`src/rtl/traffic_phase_ctrl_if.sv`:
```
// Board-side bundle for the intersection controller: push-button and
// night switch in; lamp pins, display value, phase code and tick out.
interface traffic_phase_ctrl_if;
    logic        ped_req;
    logic        night_mode;
    logic [2:0]  ns_lamp;
    logic [2:0]  ew_lamp;
    logic [13:0] dat;
    logic [2:0]  phase;
    logic        tick;

    modport master (
        output ped_req, night_mode,
        input  ns_lamp, ew_lamp, dat, phase, tick
    );

    modport slave (
        input  ped_req, night_mode,
        output ns_lamp, ew_lamp, dat, phase, tick
    );
endinterface

```
`src/rtl/traffic_phase_ctrl.sv`:
```
// Two-direction traffic phase sequencer with all-red clearance,
// pedestrian shortening, night flashing and a countdown display value.
// Ports: clk, rst_n (async active-low), bus (slave): ped_req, night_mode
// in; ns_lamp/ew_lamp {r,y,g}, dat (ns_sec*100+ew_sec), phase, tick out.
module traffic_phase_ctrl #(
    parameter int TICK_DIV = 50_000_000,
    parameter int GREEN_T  = 30,
    parameter int YELLOW_T = 3,
    parameter int ALLRED_T = 2,
    parameter int PED_MIN  = 5
) (
    input logic                 clk,
    input logic                 rst_n,
    traffic_phase_ctrl_if.slave bus
);

    localparam int CW = (TICK_DIV > 1) ? $clog2(TICK_DIV) : 1;

    localparam logic [5:0] G6 = 6'(GREEN_T);
    localparam logic [5:0] Y6 = 6'(YELLOW_T);
    localparam logic [5:0] A6 = 6'(ALLRED_T);
    localparam logic [5:0] P6 = 6'(PED_MIN);

    localparam logic [7:0] ADD_A   = 8'(ALLRED_T);
    localparam logic [7:0] ADD_YA  = 8'(YELLOW_T + ALLRED_T);
    localparam logic [7:0] ADD_GYA = 8'(GREEN_T + YELLOW_T + ALLRED_T);

    typedef enum logic [2:0] {
        ALLRED_A = 3'd0,
        NS_G     = 3'd1,
        NS_Y     = 3'd2,
        ALLRED_B = 3'd3,
        EW_G     = 3'd4,
        EW_Y     = 3'd5,
        NIGHT    = 3'd6
    } state_t;

    logic [CW-1:0] div_q;
    logic          tick_w;

    state_t     state_q, state_d, succ;
    logic [5:0] rem_q, rem_d, succ_dur;
    logic       ped_q, ped_d;
    logic       blink_q, blink_d;
    logic       honor;

    logic [2:0]  ns_lamp_d, ew_lamp_d;
    logic [7:0]  ns_raw, ew_raw;
    logic [6:0]  ns_sec, ew_sec;
    logic [13:0] dat_d;

    logic [2:0]  ns_lamp_q, ew_lamp_q, phase_q;
    logic [13:0] dat_q;

    // Free-running 1 s divider; phase changes never reload it.
    assign tick_w = (div_q == CW'(TICK_DIV - 1));

    always_ff @(posedge clk or negedge rst_n) begin
        if (!rst_n) begin
            div_q <= '0;
        end else if (tick_w) begin
            div_q <= '0;
        end else begin
            div_q <= div_q + 1'b1;
        end
    end

    always_ff @(posedge clk or negedge rst_n) begin
        if (!rst_n) begin
            state_q <= ALLRED_A;
            rem_q   <= A6;
            ped_q   <= 1'b0;
            blink_q <= 1'b0;
        end else begin
            state_q <= state_d;
            rem_q   <= rem_d;
            ped_q   <= ped_d;
            blink_q <= blink_d;
        end
    end

    always_comb begin
        succ     = ALLRED_A;
        succ_dur = A6;
        unique case (state_q)
            ALLRED_A: begin succ = NS_G;     succ_dur = G6; end
            NS_G:     begin succ = NS_Y;     succ_dur = Y6; end
            NS_Y:     begin succ = ALLRED_B; succ_dur = A6; end
            ALLRED_B: begin succ = EW_G;     succ_dur = G6; end
            EW_G:     begin succ = EW_Y;     succ_dur = Y6; end
            EW_Y:     begin succ = ALLRED_A; succ_dur = A6; end
            default:  begin succ = ALLRED_A; succ_dur = A6; end
        endcase
    end

    assign honor = ped_q && (state_q == NS_G || state_q == EW_G);

    always_comb begin
        state_d = state_q;
        rem_d   = rem_q;
        blink_d = blink_q;
        ped_d   = ped_q | bus.ped_req;
        if (state_q == NIGHT) begin
            ped_d = 1'b0;
        end
        if (tick_w) begin
            if (state_q == NIGHT) begin
                if (!bus.night_mode) begin
                    state_d = ALLRED_A;
                    rem_d   = A6;
                end else begin
                    blink_d = ~blink_q;
                end
            end else if (bus.night_mode) begin
                state_d = NIGHT;
                ped_d   = 1'b0;
                blink_d = 1'b1;
            end else begin
                if (rem_q == 6'd1) begin
                    state_d = succ;
                    rem_d   = succ_dur;
                end else if (honor && rem_q > P6) begin
                    rem_d = P6;
                end else begin
                    rem_d = rem_q - 6'd1;
                end
                // A request landing on the clearing tick re-arms the latch.
                if (honor) begin
                    ped_d = bus.ped_req;
                end
            end
        end
    end

    // The red direction counts down to its own next green.
    always_comb begin
        ns_lamp_d = 3'b100;
        ew_lamp_d = 3'b100;
        ns_raw    = '0;
        ew_raw    = '0;
        unique case (state_q)
            ALLRED_A: begin
                ns_raw = {2'b00, rem_q};
                ew_raw = {2'b00, rem_q} + ADD_GYA;
            end
            NS_G: begin
                ns_lamp_d = 3'b001;
                ns_raw    = {2'b00, rem_q};
                ew_raw    = {2'b00, rem_q} + ADD_YA;
            end
            NS_Y: begin
                ns_lamp_d = 3'b010;
                ns_raw    = {2'b00, rem_q};
                ew_raw    = {2'b00, rem_q} + ADD_A;
            end
            ALLRED_B: begin
                ew_raw = {2'b00, rem_q};
                ns_raw = {2'b00, rem_q} + ADD_GYA;
            end
            EW_G: begin
                ew_lamp_d = 3'b001;
                ew_raw    = {2'b00, rem_q};
                ns_raw    = {2'b00, rem_q} + ADD_YA;
            end
            EW_Y: begin
                ew_lamp_d = 3'b010;
                ew_raw    = {2'b00, rem_q};
                ns_raw    = {2'b00, rem_q} + ADD_A;
            end
            NIGHT: begin
                ns_lamp_d = {1'b0, blink_q, 1'b0};
                ew_lamp_d = {1'b0, blink_q, 1'b0};
            end
            default: begin
                ns_lamp_d = 3'b100;
                ew_lamp_d = 3'b100;
            end
        endcase
    end

    assign ns_sec = (ns_raw > 8'd99) ? 7'd99 : ns_raw[6:0];
    assign ew_sec = (ew_raw > 8'd99) ? 7'd99 : ew_raw[6:0];
    assign dat_d  = {7'd0, ns_sec} * 14'd100 + {7'd0, ew_sec};

    always_ff @(posedge clk or negedge rst_n) begin
        if (!rst_n) begin
            ns_lamp_q <= 3'b100;
            ew_lamp_q <= 3'b100;
            dat_q     <= '0;
            phase_q   <= '0;
        end else begin
            ns_lamp_q <= ns_lamp_d;
            ew_lamp_q <= ew_lamp_d;
            dat_q     <= dat_d;
            phase_q   <= state_q;
        end
    end

    assign bus.ns_lamp = ns_lamp_q;
    assign bus.ew_lamp = ew_lamp_q;
    assign bus.dat     = dat_q;
    assign bus.phase   = phase_q;
    assign bus.tick    = tick_w;

endmodule
```
`src/flat_wrapper.sv`:
```
// flat-port wrapper written by rule: the top's interface ports become plain ports
module traffic_phase_ctrl_flat 
#(
    parameter int TICK_DIV = 50_000_000,
    parameter int GREEN_T  = 30,
    parameter int YELLOW_T = 3,
    parameter int ALLRED_T = 2,
    parameter int PED_MIN  = 5
)
  (clk, rst_n, bus_ped_req, bus_night_mode, bus_ns_lamp, bus_ew_lamp, bus_dat, bus_phase, bus_tick);
  traffic_phase_ctrl_if bus_i ();
  input logic clk;
  input logic rst_n;
  input wire logic [$bits(bus_i.ped_req)-1:0] bus_ped_req;
  input wire logic [$bits(bus_i.night_mode)-1:0] bus_night_mode;
  output wire logic [$bits(bus_i.ns_lamp)-1:0] bus_ns_lamp;
  output wire logic [$bits(bus_i.ew_lamp)-1:0] bus_ew_lamp;
  output wire logic [$bits(bus_i.dat)-1:0] bus_dat;
  output wire logic [$bits(bus_i.phase)-1:0] bus_phase;
  output wire logic [$bits(bus_i.tick)-1:0] bus_tick;
  assign bus_i.ped_req = bus_ped_req;
  assign bus_i.night_mode = bus_night_mode;
  assign bus_ns_lamp = bus_i.ns_lamp;
  assign bus_ew_lamp = bus_i.ew_lamp;
  assign bus_dat = bus_i.dat;
  assign bus_phase = bus_i.phase;
  assign bus_tick = bus_i.tick;
  traffic_phase_ctrl #(.TICK_DIV(TICK_DIV), .GREEN_T(GREEN_T), .YELLOW_T(YELLOW_T), .ALLRED_T(ALLRED_T), .PED_MIN(PED_MIN)) u_core (.clk(clk), .rst_n(rst_n), .bus(bus_i));
endmodule
```
`config.mk`:
```
export PLATFORM = sky130hd
export DESIGN_NAME = traffic_phase_ctrl_flat
export DESIGN_NICKNAME = d
export VERILOG_FILES = /design/src/rtl/traffic_phase_ctrl_if.sv /design/src/rtl/traffic_phase_ctrl.sv /design/src/flat_wrapper.sv
export SDC_FILE = /design/constraint.sdc
export NUM_CORES = 1
export LEC_CHECK = 0
export BUFFER_PORTS_ARGS = -buffer_cell sky130_fd_sc_hd__buf_2
export CORE_MARGIN = 3
export CORE_UTILIZATION = 56
export CTS_CLUSTER_SIZE = 20
export DETAILED_ROUTE_END_ITERATION = 12
export PLACE_DENSITY_LB_ADDON = 0.12
export SLEW_MARGIN = 20
export SYNTH_ARGS = -nofsm -noshare
export SYNTH_HDL_FRONTEND = slang
export SYNTH_SLANG_ARGS = --single-unit
export TNS_END_PERCENT = 20
```
`constraint.sdc`:
```
create_clock -name clk -period 5.3 [get_ports clk]
set_clock_uncertainty 0.15 [all_clocks]
set_input_delay 1.06 -clock clk [delete_from_list [all_inputs] [get_ports clk]]
set_output_delay 1.06 -clock clk [all_outputs]
set_load 0.01 [all_outputs]
```
* Word-level counts from Yosys, hierarchy flattened *
Index checks and enable logic that the tools add are counted.

operators by class
  equal/unequal tests = 9
  divide/modulo/power cells = 0
  shifts and indexed selects = 0
  bitwise operators = 3
  multipliers = 1
  reductions and logical operators = 12
  multiplexer cells = 26
  add/sub/neg operators = 6
  magnitude comparators = 3

operators with widths
  kind                   count
  $pmux 8 s4             2
  $mux 6                 5
  $add 26x1->26 const B  1
  $eq 26x26->1 const B   1
  $mux 26                1
  $pmux 3 s3             2
  $gt 8x7->1 const B     2
  $pmux 3 s5             1
  $add 14x7->14          1
  $mux 7                 2
  $mul 7x5->12 const B   1
  $mux 3                 4
  $pmux 5 s2             1
  $eq 3x3->1 const B     3
  $mux 1                 8
  $add 6x2->7 const B    1
  $add 6x3->7 const B    1
  $add 6x6->7 const B    1
  $eq 3x2->1 const B     2
  $eq 6x1->1 const B     1
  $gt 6x3->1 const B     1
  $reduce_or 3->1        2
  $sub 6x1->6 const B    1
  $reduce_and 2->1       2
  other kinds (10)       13

storage, ports and cells
  bits in latches = 0
  ROM bits = 0
  RAM bits = 0
  input port bits = 4
  memories = 0
  bits in registers = 60
  logic and storage cells = 69

* Depth between registers and ports, before layout *
Gate-level depths: netlist (run 1).

  word-level depth = 8
  mapped depth = 25
  depth with buffers taken out = 23

* Least setup slack after synthesis (run 1) *
Ideal clock, no wire load.

  path type = register to register
  start = register u_core.rem_q[2]
  end = register u_core.dat_q[13] (netlist: u_core.bus.dat[13])
  library setup time = 0.080 ns
  data arrival time = 4.898 ns
  slack = 0.172 ns
  period minus slack after synthesis = 5.128 ns
  data required time = 5.070 ns
  stages on the path, launching flop included = 24
  cells stage by stage = dfrtp_1 buf_2 buf_2 inv_1 ha_1 a211oi_1 nor3_1 xnor2_1 a22oi_1 inv_1 o31ai_1 o221ai_1 ha_1 ha_1 ha_1 fa_1 a21o_1 a21oi_1 o21bai_1 a21oi_1 xnor2_1 nand3_1 a21oi_2 xnor2_1

on the way
  longest elaborated chain between the ends = 6
  elaborated cells between the ends (all ways) = 11
  those cells by class = add/sub (4); mul (1); order compare (2); mux (4)

ends and longest elaborated chain
  what                                 RTL line                                              text
  from (decl)                          traffic_phase_ctrl.sv:42                              logic [5:0] rem_q, rem_d, succ_dur;
  from (signal assigned)               traffic_phase_ctrl.sv:76                              rem_q <= rem_d;
  $add 6x2->7 (tied with other cells)  traffic_phase_ctrl.sv:154, traffic_phase_ctrl.sv:168
  $pmux 8 s4                           traffic_phase_ctrl.sv:141                             unique case (state_q)
  $gt 8x7->1                           traffic_phase_ctrl.sv:181                             assign ns_sec = (ns_raw > 8'd99) ? 7'd99 : ns_raw[6:0];
  $mux 7                               traffic_phase_ctrl.sv:181
  $mul 7x5->12                         traffic_phase_ctrl.sv:183                             assign dat_d = {7'd0, ns_sec} * 14'd100 + {7'd0, ew_sec};
  $add 14x7->14 *                      traffic_phase_ctrl.sv:183
  via u_core.dat_d[13]                 traffic_phase_ctrl.sv:50                              logic [13:0] dat_d;
  to (signal assigned)                 traffic_phase_ctrl.sv:194                             dat_q <= dat_d;
  to (decl)                            traffic_phase_ctrl.sv:53                              logic [13:0] dat_q;

Mark *: on every way through the listed nets, which the timed path passes. The rest lies on a longest branch.
A chain may end at the register's enable or synchronous reset.

* Worst setup path after layout (run 1) *
  start = register u_core.rem_q[1]
  end = register u_core.dat_q[13] (netlist: u_core.bus.dat[13])

The elaborated chain is that of the path after synthesis.

==> run summary, run 1 <==
layout cell share with drive strength beyond 1 = 0.190
DRC viols = 0
final hold vios = 0
Clk Latency, worst-skew pair = 340 ps
reg-to-reg slack, setup = 350 ps
most common cell after layout, fill and taps aside = dfrtp_1
Worst-path clk slew = 70 ps
WL final = 10200 µm
GRT Util Overall = 0.240
Layout Nets = 569
Critical Path Sink Type = register
Pwr Density = 176 mW/mm²
Final Slew Violations = 0
Setup crit end = u_core.bus.dat[13]$_DFF_PN0_
Final min period = 4950 ps
Die ar. = 0.00895 mm²
Syn Area/Cell = 8.95 µm²
Clk network pwr share = 0.461
Hold Crit Class = reg2reg
CTS Buffer Depth = 2
post-synthesis xor/xnor area fraction = 0.0837
Port Buf Inserts = 27
cell-internal power = 673 µW
setup TNS = 0 ps
routed len/inst = 16.2 µm
clock buffer count from CTS = 9
Reg-to-Reg End = u_core.bus.dat[13]$_DFF_PN0_
CP Data Arrival Time = 5010 ps
Slowest cell on crit path = dfstp_2
Placer Congestion = 0.900
Max IR drop VDD = 0.0984 mV
Synth area leaders = dfrtp_1, ha_1, xor2_1
post-synthesis sequential area ratio = 0.342
Crit path required time = 5370 ps
FFs w/ async S/R, synth = 1.00
Simple-Gate Fraction of Synth Area = 0.194
YS warnings = 0
achievable clock frequency = 0.202 GHz
# fillers = 649
CP max FO = 6
Synth area leader = dfrtp_1
Vias/cell = 6.01
post-synthesis mux area share = 0.0120
Worst Setup SP = u_core.rem_q[1]$_DFFE_PN1P_
Comb power frac = 0.012
core area = 0.00745 mm²
Synthesized Nets = 534
top cell type's share of synthesized area = 0.324
Max-Cap Viols = 0
fin crit share = 0.934
DRT Pass-1 Iters = 5
crit-path most repeated cell = ha_1
largest family of logic cells by synthesized area = compound AO/OA/AOI/OAI gates
DR iter-0 viols = 396
diode count = 0
final count of negative-setup-slack endpoints = 0
CP Class = reg2reg
Reg power frac = 0.527
grt total ovfl = 0
reg2reg path depth = 19
CTS sink cnt = 60
# rows = 31
Mapped Cells = 491
Adder-Cell Fraction of Synth Area = 0.118
worst reg2reg startpoint = u_core.rem_q[1]$_DFFE_PN1P_
Max-slew headroom = 0.507
Leakage Power = 2.41 nW
slowest stage delay, CP = 590 ps
initial core utilization = 0.590
mapped cell area = 0.00440 mm²
Die Height = 94.6 µm
vias in the first global route = 3513
Synth cell types = 72
CTS tree = built
H-tree depth = 3
Net Sw Frac = 0.226
antenna-violating nets left = 0
Post-CTS Hold Buffers = 0
worst-path cell chain = buf_4, ha_1, nor2_1, o21ai_1, a22oi_1, o31ai_1, nor2b_1, ha_1, ha_1, ha_1, ha_1, o21ai_1, nor2_1, o21a_1, o21ai_0, nand2b_1, a21oi_1, xor2_1, xnor2_1
Die X = 94.6 µm
post-synthesis compound-gate area fraction = 0.205
Vias = 3788
initial antenna violation count = 0
status = finished, final reports clean
first-pass GRT wire length = 16900 µm
CP startpoint kind = register
placed wire-length estimate = 7370 µm
top_reg_cell synth = dfrtp_1
area growth from synthesis to layout = 12.5%
clock root cell = clkbuf_8
largest net degree at the start of global routing = 61
worst slew pin tran = 740 ps
#FFs+latches synth = 60
P_sw = 196 µW
Ports = 28
most frequent cells in the layout = dfrtp_1, nor2_1, nand2_1
Post-synth EDFFs = 0
Final Power = 870 µW
Hold WS = 308 ps
per-stage QoR:
stage / utilization / setup slack (ps) / cells / area, µm²
global placement: 0.624 / 318 / 607 / 4650
detailed placement: 0.624 / -0.844 / 607 / 4650
floorplan: - / 172 / 491 / 4400
CTS: 0.650 / 1.54 / 623 / 4840
global route: 0.664 / -63.1 / 630 / 4950
finish: 0.664 / 351 / 630 / 4950
Yosys cell counts (16+ instances only):
cell type	number
dfrtp_1	57
nor2_1	50
nand2_1	42
ha_1	36
a21oi_1	28
o21ai_0	25
xor2_1	23
xnor2_1	19
inv_1	18
nand3_1	17
nor3_1	16
per-layer routing:
metal,routed length [µm],track usage,share of wire
met5,0,0,0
met4,221,0.0865,0.022
met3,623,0.0494,0.061
met2,4900,0.385,0.48
met1,4440,0.321,0.44
power groups by stage:
stage	registers, mW	logic [mW]	clock network, mW
3_5_place_dp	0.466	0.0112	0
3_3_place_gp	0.466	0.0110	0
2_1_floorplan	0.467	0.000308	0
6_report	0.458	0.0105	0.401
4_1_cts	0.458	0.0112	0.406
5_1_grt	0.458	0.0126	0.429
registers in the layout, indices dropped and copies added, names as in the netlist:
register	flops
u_core.ped_q	1
u_core.state_q	3
u_core.div_q	26
u_core.blink_q	1
u_core.bus.dat	14
u_core.bus.ns_lamp	3
u_core.rem_q	6
u_core.bus.ew_lamp	3
u_core.bus.phase	3
cell type report:
class | instances | area (µm²) | share of cell area
timing repair buffer | 48 | 293 | 0.0592
tap | 99 | 124 | 0.0250
sequential | 60 | 1510 | 0.305
clock buffer | 9 | 124 | 0.0250
clock inverter | 7 | 67.6 | 0.0137
multi-input combinational | 386 | 2750 | 0.556
inverter | 21 | 82.6 | 0.0167
worst min path at each step:
stage	from	endpoint	slack, ps	cells past startpoint
after floorplan	u_core.state_q[2]$_DFFE_PN0P_	u_core.bus.phase[2]$_DFF_PN0_	200	0
after global placement	u_core.div_q[0]$_DFF_PN0_	u_core.div_q[0]$_DFF_PN0_	290	1
after detailed placement	u_core.div_q[0]$_DFF_PN0_	u_core.div_q[0]$_DFF_PN0_	310	1
after CTS	u_core.div_q[0]$_DFF_PN0_	u_core.div_q[0]$_DFF_PN0_	310	1
after global routing	u_core.div_q[0]$_DFF_PN0_	u_core.div_q[0]$_DFF_PN0_	350	1
final	u_core.div_q[0]$_DFF_PN0_	u_core.div_q[0]$_DFF_PN0_	310	1
logic make-up (layout without fill, tap and decap cells):
logic type / Yosys count / after routing
buffers and inverters: 45 / 85
adder cells (fa/ha/maj): 40 / 40
multiplexers: 5 / 5
AO/OA/AOI/OAI: 123 / 123
AND/OR/NAND/NOR: 176 / 176
flip-flops: 60 / 60
XOR/XNOR: 42 / 42
timing repair:
action / 4_1_cts / 5_1_grt
endpoints found under the setup margin: 0 / 4
buffers inserted: 0 / 7
gates resized for setup: 0 / 13
worst max-delay path, delay by kind of cell (launching register included):
family / cells / cell delay, ps
compound gates: 7 / 1470
xor+xnor: 2 / 400
fa+ha+maj: 5 / 1440
buf+inv: 1 / 150
flops: 1 / 590
simple gates: 4 / 600
Note: power is estimated with default switching activity, not from simulation.
==> inputs of run 2 (changes only) <==
--- a/config.mk
+++ b/config.mk
@@ -7,7 +7,7 @@
 export LEC_CHECK = 0
 export BUFFER_PORTS_ARGS = -buffer_cell sky130_fd_sc_hd__buf_2
 export CORE_MARGIN = 3
-export CORE_UTILIZATION = 56
+export CORE_UTILIZATION = 55
 export CTS_CLUSTER_SIZE = 20
 export DETAILED_ROUTE_END_ITERATION = 12
 export PLACE_DENSITY_LB_ADDON = 0.12
==> run 2 against run 1 <==
  * Final cell count unchanged
  * Clock-buffer cell count unchanged
  * Hold slack improved by 13 ps
  * Non-clock buffer count unchanged
  * Flip-flop and latch count unchanged
==> run summary, run 2 (same netlist as run 1, synthesis figures left out) <==
most common cell after layout, fill and taps aside = dfrtp_1
CP Class = reg2reg
Vias = 3801
met1 GRT Util = 0.317
CTS tree = built
Critical Path Sink Type = register
Hold Crit Class = reg2reg
worst slew pin tran = 747 ps
slowest stage delay, CP = 610 ps
Post-CTS Hold Buffers = 0
antenna-violating nets left = 0
Max-Cap Viols = 0
initial antenna violation count = 0
post-route cell area = 0.00495 mm²
largest net degree at the start of global routing = 61
crit-path most repeated cell = ha_1
achievable clock frequency = 0.202 GHz
Pwr Density = 178 mW/mm²
placed insts = 612
final count of negative-setup-slack endpoints = 0
Vias/cell = 6.03
final hold vios = 0
global routing usage on met2 = 0.391
buffers and inverters on the worst path = 2
CTS Buffer Depth = 2
Max-slew headroom = 0.502
core area = 0.00749 mm²
vias in the first global route = 3587
Final WS setup = 355 ps
# fillers = 653
DRC viols = 0
Post-Place Setup Slack = 112 ps
layout cell share with drive strength beyond 1 = 0.185
min-delay src = u_core.div_q[0]$_DFF_PN0_
Final Power = 880 µW
Final min period = 4950 ps
Placement Cell Area = 0.00469 mm²
initial core utilization = 0.587
Max IR drop VDD = 0.131 mV
Die Height = 95.4 µm
Hold WS = 321 ps
Die X = 95.4 µm
first-pass GRT wire length = 17000 µm
Worst-path clk slew = 80 ps
CP startpoint kind = register
diode count = 0
status = finished, final reports clean
Final Slew Violations = 0
GRT busiest layer = met2
Layout Nets = 569
clock root cell = clkbuf_8
Reg with most FFs = u_core.div_q
CP max FO = 7
routed len/inst = 16.0 µm
grt total ovfl = 0
worst reg2reg startpoint = u_core.rem_q[1]$_DFFE_PN1P_
Post-Route Utilization = 0.661
met3 Track Usage GR = 0.0363
Crit path required time = 5410 ps
most frequent cells in the layout = dfrtp_1, nor2_1, nand2_1
Leakage Power = 2.43 nW
H-tree depth = 3
placed wire-length estimate = 7280 µm
GRT Util Overall = 0.235
worst-path cell chain = buf_4, ha_1, a211oi_2, nor4_2, mux2i_1, a21oi_4, buf_4, nor2b_1, ha_1, ha_1, ha_1, ha_1, o21ai_1, nor2_1, o21a_1, o21ai_0, nand2b_1, a21oi_1, xor2_1, xnor2_1
CTS sink cnt = 60
WL final = 10100 µm
DR iter-0 viols = 200
Port Buf Inserts = 27
Slowest cell on crit path = dfstp_2
Finished Layout Cells = 630
Placer Congestion = 0.927
Top delay family on crit path = adder cells
Ports = 28
clock buffer count from CTS = 9
CP Data Arrival Time = 5060 ps
# rows = 31
DRT Pass-1 Iters = 5
fin crit share = 0.933
Worst Setup SP = u_core.rem_q[1]$_DFFE_PN1P_
Die ar. = 0.00910 mm²
max reg flops = 26
setup TNS = 0 ps
Clk Latency, worst-skew pair = 340 ps
area growth from synthesis to layout = 12.6%
## run 2: path summary, 6_finish.rpt
| path | to | slack [ps] | cells past startpoint |
|---|---|---|---|
| worst min-delay path | u_core.div_q[0]$_DFF_PN0_ | 320 | 1 |
| worst min register to register | u_core.div_q[0]$_DFF_PN0_ | 320 | 1 |
| worst max-delay path | u_core.bus.dat[13]$_DFF_PN0_ | 350 | 20 |
| worst max register to register | u_core.bus.dat[13]$_DFF_PN0_ | 350 | 20 |
| max in group asynchronous | u_core.bus.dat[4]$_DFF_PN0_ | 3780 | 2 |
| min in group asynchronous | u_core.bus.ns_lamp[1]$_DFF_PN0_ | 720 | 2 |
## run 2: layer usage
layer	wire length, µm	share of wire
met1	4580	0.46
met2	4840	0.48
met3	533	0.053
met4	101	0.010
met5	0	0
## run 2: final cells by class
class | instances | area (µm²) | area share
multi-input combinational | 386 | 2740 | 0.554
clock buffer | 9 | 124 | 0.0250
inverter | 21 | 82.6 | 0.0167
timing repair buffer | 48 | 297 | 0.0599
tap | 99 | 124 | 0.0250
clock inverter | 7 | 75.1 | 0.0152
sequential | 60 | 1510 | 0.304
## run 2: timing repair
item / 4_1_cts / 5_1_grt
setup buffers: 0 / 2
resized for setup: 0 / 11
setup endpoints to repair: 0 / 4
## run 2: power by group
part           internal (mW)  switching, mW  total [mW]
combinational        0.00147        0.00919      0.0107
sequential             0.458              0       0.458
clock                  0.219          0.193       0.412
## run 2: worst reg2reg max path: stages, from the launching register on
cell      delay [ps]
dfstp_2          610
buf_4            150
ha_1             220
a211oi_2         120
nor4_2           250
mux2i_1          400
a21oi_4          120
buf_4            190
nor2b_1          280
ha_1             290
ha_1             300
ha_1             290
ha_1             340
o21ai_1           90
nor2_1            70
o21a_1           190
o21ai_0          170
nand2b_1          80
a21oi_1          170
xor2_1           240
xnor2_1          160
